$ cat src/rtl/id_hazard_scoreboard.sv
// ID-stage operand bypass and hazard unit.
// Each architectural register carries a pending-result countdown. A consumer
// stalls while any register it reads still has cycles left. Operands come from
// the youngest matching forwarding bus, or from the regfile if no bus matches.
module id_hazard_scoreboard #(
   parameter int DATA_W  = 32,
   parameter int NREG    = 32,
   parameter int NFWD    = 3,
   parameter int MAX_LAT = 4,
   localparam int AW     = $clog2(NREG),
   localparam int LW     = $clog2(MAX_LAT + 1)
) (
   input  logic                   clk,
   input  logic                   resetn,
   input  logic                   stall_ex,
   input  logic                   flush,
   input  logic                   id_valid,
   input  logic [AW-1:0]          id_rs,
   input  logic                   id_rs_re,
   input  logic [AW-1:0]          id_rt,
   input  logic                   id_rt_re,
   input  logic                   id_we,
   input  logic [AW-1:0]          id_waddr,
   input  logic [LW-1:0]          id_lat,
   input  logic [DATA_W-1:0]      rf_rdata1,
   input  logic [DATA_W-1:0]      rf_rdata2,
   input  logic [NFWD-1:0]        fwd_we,
   input  logic [NFWD*AW-1:0]     fwd_waddr,
   input  logic [NFWD*DATA_W-1:0] fwd_wdata,
   output logic [DATA_W-1:0]      src1_data,
   output logic [DATA_W-1:0]      src2_data,
   output logic                   stallreq,
   output logic                   issue,
   output logic [31:0]            hazard_cnt
);

   logic [LW-1:0] cnt [NREG];
   logic          rs_busy;
   logic          rt_busy;
   logic          haz;
   logic          issue_wr;
   logic [LW-1:0] lat_clamped;

   // A source is busy when it is read, is not $0, and its result is still pending
   always_comb begin
      rs_busy     = id_rs_re && (id_rs != '0) && (cnt[id_rs] != '0);
      rt_busy     = id_rt_re && (id_rt != '0) && (cnt[id_rt] != '0);
      haz         = id_valid && (rs_busy || rt_busy);
      stallreq    = resetn && haz;
      issue       = resetn && id_valid && !haz && !stall_ex && !flush;
      issue_wr    = issue && id_we && (id_waddr != '0);
      lat_clamped = (id_lat > LW'(MAX_LAT)) ? LW'(MAX_LAT) : id_lat;
   end

   // Operand mux: scan oldest to youngest so the youngest match wins; $0 is always zero
   always_comb begin
      src1_data = rf_rdata1;
      src2_data = rf_rdata2;
      for (int i = NFWD - 1; i >= 0; i--) begin
         if (fwd_we[i] && (fwd_waddr[i*AW +: AW] == id_rs))
            src1_data = fwd_wdata[i*DATA_W +: DATA_W];
         if (fwd_we[i] && (fwd_waddr[i*AW +: AW] == id_rt))
            src2_data = fwd_wdata[i*DATA_W +: DATA_W];
      end
      if (id_rs == '0)
         src1_data = '0;
      if (id_rt == '0)
         src2_data = '0;
   end

   // Countdowns tick only on cycles the pipeline advances; a new producer reloads its entry
   always_ff @(posedge clk) begin
      if (!resetn) begin
         for (int r = 0; r < NREG; r++)
            cnt[r] <= '0;
      end else begin
         for (int r = 1; r < NREG; r++) begin
            if (!stall_ex && (cnt[r] != '0))
               cnt[r] <= cnt[r] - 1'b1;
         end
         if (issue_wr)
            cnt[id_waddr] <= lat_clamped;
      end
   end

   // Saturating count of cycles spent stalled on an operand hazard
   always_ff @(posedge clk) begin
      if (!resetn)
         hazard_cnt <= '0;
      else if (haz && (hazard_cnt != 32'hFFFF_FFFF))
         hazard_cnt <= hazard_cnt + 32'd1;
   end

   // Producer latencies above MAX_LAT are clamped in hardware and flagged here
   always_ff @(posedge clk) begin
      if (resetn && issue && id_we)
         assert (id_lat <= LW'(MAX_LAT));
   end

endmodule

$ cat config.mk
export PLATFORM = sky130hd
export DESIGN_NAME = id_hazard_scoreboard
export DESIGN_NICKNAME = d
export VERILOG_FILES = /design/src/rtl/id_hazard_scoreboard.sv
export SDC_FILE = /design/constraint.sdc
export NUM_CORES = 1
export LEC_CHECK = 0
export BUFFER_PORTS_ARGS = -buffer_cell sky130_fd_sc_hd__buf_2
export CAP_MARGIN = 15
export CORE_ASPECT_RATIO = 0.6
export CORE_MARGIN = 3
export CORE_UTILIZATION = 43
export CTS_BUF_LIST = sky130_fd_sc_hd__clkbuf_8 sky130_fd_sc_hd__clkbuf_16
export CTS_CLUSTER_SIZE = 20
export DETAILED_ROUTE_END_ITERATION = 10
export GPL_ROUTABILITY_DRIVEN = 0
export PLACE_DENSITY = 0.78
export REMOVE_ABC_BUFFERS = 1
export SKIP_CTS_REPAIR_TIMING = 1
export SYNTH_ARGS = -nofsm -noshare
export SYNTH_HDL_FRONTEND = slang
export SYNTH_SLANG_ARGS = --single-unit
$ cat constraint.sdc
create_clock -name clk -period 3.6 [get_ports clk]
set_input_delay 0.54 -clock clk [delete_from_list [all_inputs] [get_ports clk]]
set_output_delay 0.54 -clock clk [all_outputs]
set_load 0.01 [all_outputs]
# == After elaboration in Yosys (flattened, before gate mapping) ==
# Memory sizes are Yosys's and may differ from the RTL's.
# Cells that the tools add are included.
# word_totals
reg_bits,32
input_bits,204
elab_cells,430
output_inout_bits,98
mem_count,1
ramBits,96
# classes
add_sub_neg,32
reduce_logical,93
n_lt_le_gt_ge,1
bitwise_logic,124
muxes,140
eq_ne,38
# memory_table
memory,words,width,rd,rd_ports_with_merged_regs,write_ports,line,source
cnt,32,3,33,0,32,37,logic [LW-1:0] cnt [NREG];
# op_table
cell,count
$mux W32,8
$eq A5 B5 Y1 const A,31
$mux W3,33
$reduce_bool A3 Y1,33
$mux W1,98
$sub A3 B1 Y3 const B,31
$and A1 B1 Y1,62
$logic_and A1 B1 Y1,50
$add A32 B1 Y32 const B,1
$ne A32 B32 Y1 const B,1
$not A1 Y1,31
$or A1 B1 Y1,31
$eq A5 B5 Y1,6
$reduce_bool A5 Y1,3
$logic_not A5 Y1,2
$mux W5,1
$gt A3 B3 Y1 const B,1
$logic_not A1 Y1,3
$reduce_or A3 Y1,1
$logic_or A1 B1 Y1,1

# == Depth between registers and ports, before layout ==
# logic_depth
depth_word,17
mapped_depth,12
ltp_nobuf,8

# == Worst setup path before layout ==
# No wires, ideal clock.
# synth_path
kind,input to output
from,input port id_rt[1]
to,output port src2_data[10]
stages,11
slack_ns,0.614
t_required_ns,3.060
arrival_ns,2.446
n_path_buf,4
path_cell_list,buf_2 > buf_2 > xor2_1 > nor4_1 > and3_1 > clkbuf_1 > buf_2 > mux2i_1 > a211oi_1 > a21oi_1 > nor2_1
# synth_between
elab_chain_cells,6
elab_cells_between_ends,11
cone_classes,eq/ne: 3; mux: 4; reduce/logical: 4
# synth_rtl
element,line,source
"start, declared",20,"input logic [AW-1:0] id_rt,"
$eq A5 B5 Y1,62,if (fwd_we[i] && (fwd_waddr[i*AW +: AW] == id_rt))
$logic_and A1 B1 Y1,62,
$mux W32 (3 in a row),62,
$mux W32 *,67,if (id_rt == '0)
"end, declared",31,"output logic [DATA_W-1:0] src2_data,"
# Mark *: on every way between the ends. The rest lies on a longest branch, timed or not.

==> impl_summary.log <==
[metrics] count of filler cells inserted in the layout: 2,389
[metrics] Bufs and invs on worst path: 1
[metrics] Unique masters post-synth: 70
[metrics] number of synthesized register bits: between 100 and 150
[metrics] share of the core filled with cells in the final layout: 53.6%
[metrics] nature of the critical path endpoint: primary output
[metrics] Worst Setup Path Type: register to primary output
[metrics] most instantiated flip-flop cell in the synthesis netlist: edfxtp_1
[metrics] number of DRC markers after the initial detailed-route iteration: around 1,300
[metrics] number of nets in the layout: 1,900
[metrics] global-route usage over all layers: 26.3%
[metrics] Multi-input gate area: around 7600 µm²
[metrics] number of antenna violations at the first check in global routing: 2
[metrics] number of failing hold endpoints at the final stage: 0
[metrics] Final Routed Wirelength: around 40 mm
[metrics] die outline area: roughly 30,000 µm²
[metrics] share of flip-flops with an asynchronous set or reset: 0%
[metrics] critical path data required time: roughly 3.1 ns
[metrics] sum of internal, switching and leakage power: 5.18 mW
[metrics] ratio of cells with drive above 1 in the final layout: between 20 and 30%
[metrics] grt ovf: 0
[metrics] top cell type's share of synthesized area: around a quarter
[metrics] height of the die: 134 µm
[metrics] Initial Util: roughly 44%
[metrics] measured slew at the worst slew-check pin: about 0.87 ns
[metrics] final critical-path share of the clock period: 96.8%
[metrics] DR vias/cell: around 5.9
[metrics] gate count after technology mapping: between 1,000 and 1,500
[metrics] sequential cell area in the final layout: between 3000 and 4000 µm²
[metrics] wire length of the first global-routing pass: between 60 and 70 mm
[metrics] crit start category: register
[metrics] Hold/Removal Path Class: register to register
[metrics] Area Growth Syn to Fin: 21.1%
[metrics] critical path arrival: approximately 3 ns
[metrics] TritonCTS clock tree: yes
[metrics] cell types with the largest area share after synthesis: edfxtp_1, mux2i_1, ha_1
[metrics] via count of the first global-routing pass: around 11,000
[metrics] critical-path cell with the highest stage delay: a2111oi_0
[metrics] Num CTS Buffers: 17
[metrics] clock slew at the register clock pins of the worst setup and hold paths: ~0.06 ns
[metrics] final setup violating endpoints: 0
[metrics] half-perimeter wire length after placement: 30.6 mm
[metrics] most numerous cell types in the synthesized netlist: nor2_1, mux2i_1, edfxtp_1
[metrics] upper clock frequency limit: approximately 290 MHz
[metrics] Buffers on Ports: between 300 and 400
[metrics] clock root buffer: clkbuf_16
[metrics] worst setup slack before clock tree synthesis: roughly 0.085 ns
[metrics] most common cell in the netlist: nor2_1
[metrics] portion of the post-synthesis area used by sequential elements: between 20% and 30%
[metrics] critical-path cell list: nor2b_1, a2111oi_0, a21oi_1, nor4_2, o32ai_2, o21ai_4, nor2_1, buf_2
[metrics] maximum number of pins on one net before global-route repair: 81
[metrics] total power per unit cell area: between 300 and 400 nW/µm²
[metrics] I/O pins: approximately 300
[metrics] Static Leak: 6.42 nW
[metrics] post-route antenna net violation count: 0
[metrics] top fanout value on the critical path: 4
[metrics] Synth Warn #: 0
[metrics] Period minus WS final: 3.49 ns
[metrics] Die Width: ~220 µm
[metrics] Placed Cells incl. Taps: roughly 2,000
[metrics] detailed-route wire length per cell: 20.1 µm
[metrics] latest clock arrival within the worst-skew pair: 0.44 ns
[metrics] synthesized cell area: around 12,000 µm²
[metrics] Slew Viols, Final: 0
[metrics] # rows: between 40 and 50
[metrics] largest area contributor in the synthesized netlist: edfxtp_1
[metrics] total vias in the final route: 11,900
[metrics] post-route worst setup slack: 0.114 ns
[metrics] max-cap violation count: 0
[metrics] status: finished clean
[metrics] mean instance size in the synthesized netlist: ~8.6 µm²
[metrics] CTS sink count: 128
[metrics] DRC Markers: 0
[metrics] worst max-slew margin expressed relative to the limit: between 40% and 50%
[metrics] highest cell delay on the worst timing path: 0.74 ns
[metrics] maximum resistive drop on vdd: roughly 360 µV
[metrics] critical path's top delay family: compound AO/OA/AOI/OAI gates
[metrics] RSZ-0062 raised after global routing: false
[metrics] area inside the core boundary: 26,700 µm²
[metrics] Clock Skew: 0.0121 ns
[metrics] number of enable-type register cells in the synthesized netlist: 96
[metrics] number of standard cells in the final layout excluding fillers: between 2,000 and 2,500
[metrics] CTS max path bufs: 2
[metrics] number of levels the H-tree was split into: 4
[metrics] DR pass1 iterations: 6
## stage by stage
step | TNS, ns | area (µm²) | hold WS, ns
after detailed placement | 0 | 13700 | 0.472
after global placement | 0 | 13700 | 0.460
after global routing | 0 | 14300 | 0.499
final | 0 | 14300 | 0.481
after CTS | 0 | 14300 | 0.482
after floorplan | -352.24 | 11400 | 0.494
## worst paths after layout
path / startpoint / end / slack, ns / cells past startpoint
setup / recovery: cnt[21][2] / stallreq / 0.11 / 8
hold / removal: hazard_cnt[8] / hazard_cnt[8] / 0.48 / 2
setup reg to reg: cnt[21][2] / cnt[23][2] / 0.29 / 9
hold reg to reg: hazard_cnt[8] / hazard_cnt[8] / 0.48 / 2
## cells by family after synthesis
group,count (synthesis),synth area share [%]
DFF,128,29.8
adders and majority gates,63,6.67
AOI/OAI and AO/OA,252,14.4
muxes,191,17.2
and+or+nand+nor,522,22.6
xor gates and xnor gates,44,3.26
other,1,0.0317
buffers and inverters,173,6.02
## state kept, by name, summed over array words and instances, names as in the netlist
register and count:
hazard_cnt 32, cnt 96
## cells in the final DEF, fill, tap and decap left out, types with 14 or more instances in the layout
master     synthesis  layout
inv_1             74      75
nor3_1            24      24
a21oi_1           88      88
mux2_2            33      33
xor2_1            38      38
nor2_1           189     189
ha_1              63      63
clkbuf_16          0      17
nand2_1           70      70
a211oi_1          68      68
or2_2             17      17
edfxtp_1          96      96
buf_2             22     300
dfxtp_1           32      32
nor2b_1           35      35
mux2_1            16      16
nor4_1            34      33
nand2b_1          32      32
and3_1            21      17
mux2i_1          137     137
nand3_1           34      32
buf_4              3      29
o21ai_0           14      14
o211ai_1          27      27
## report_power, final
| part | internal (mW) | switching [mW] |
|---|---|---|
| Sequential | 1.81 | 0.200 |
| Clock | 1.01 | 0.696 |
| Combinational | 0.643 | 0.819 |
| Total | 3.47 | 1.71 |
## worst register-to-register path: cells and delay by family, from the launching register on
kind,cells,cell delay (ns)
AO/OA/AOI/OAI,4,1.35
buffers and inverters,1,0.24
flip-flops,1,0.47
AND/OR/NAND/NOR,4,0.92
## per-layer routing
layer / GRT usage [%] / share of wire [%] / vias to the layer above
li1: - / - / 5523
met2: 38.4 / 43 / 695
met3: 8.13 / 12 / 78
met4: 8.15 / 2.4 / 0
met5: 0 / 0 / -
met1: 37.3 / 43 / 5614
## cell type report
class	count	area share, %
tap	360	3.15
clock inverter	15	1.01
timing repair buffer	336	12.9
sequential	128	24.6
multi-input combinational	1075	53.3
antenna	2	0.0350
inverter	75	1.97
clock buffer	17	2.97
Power figures use the tool's default switching activity.
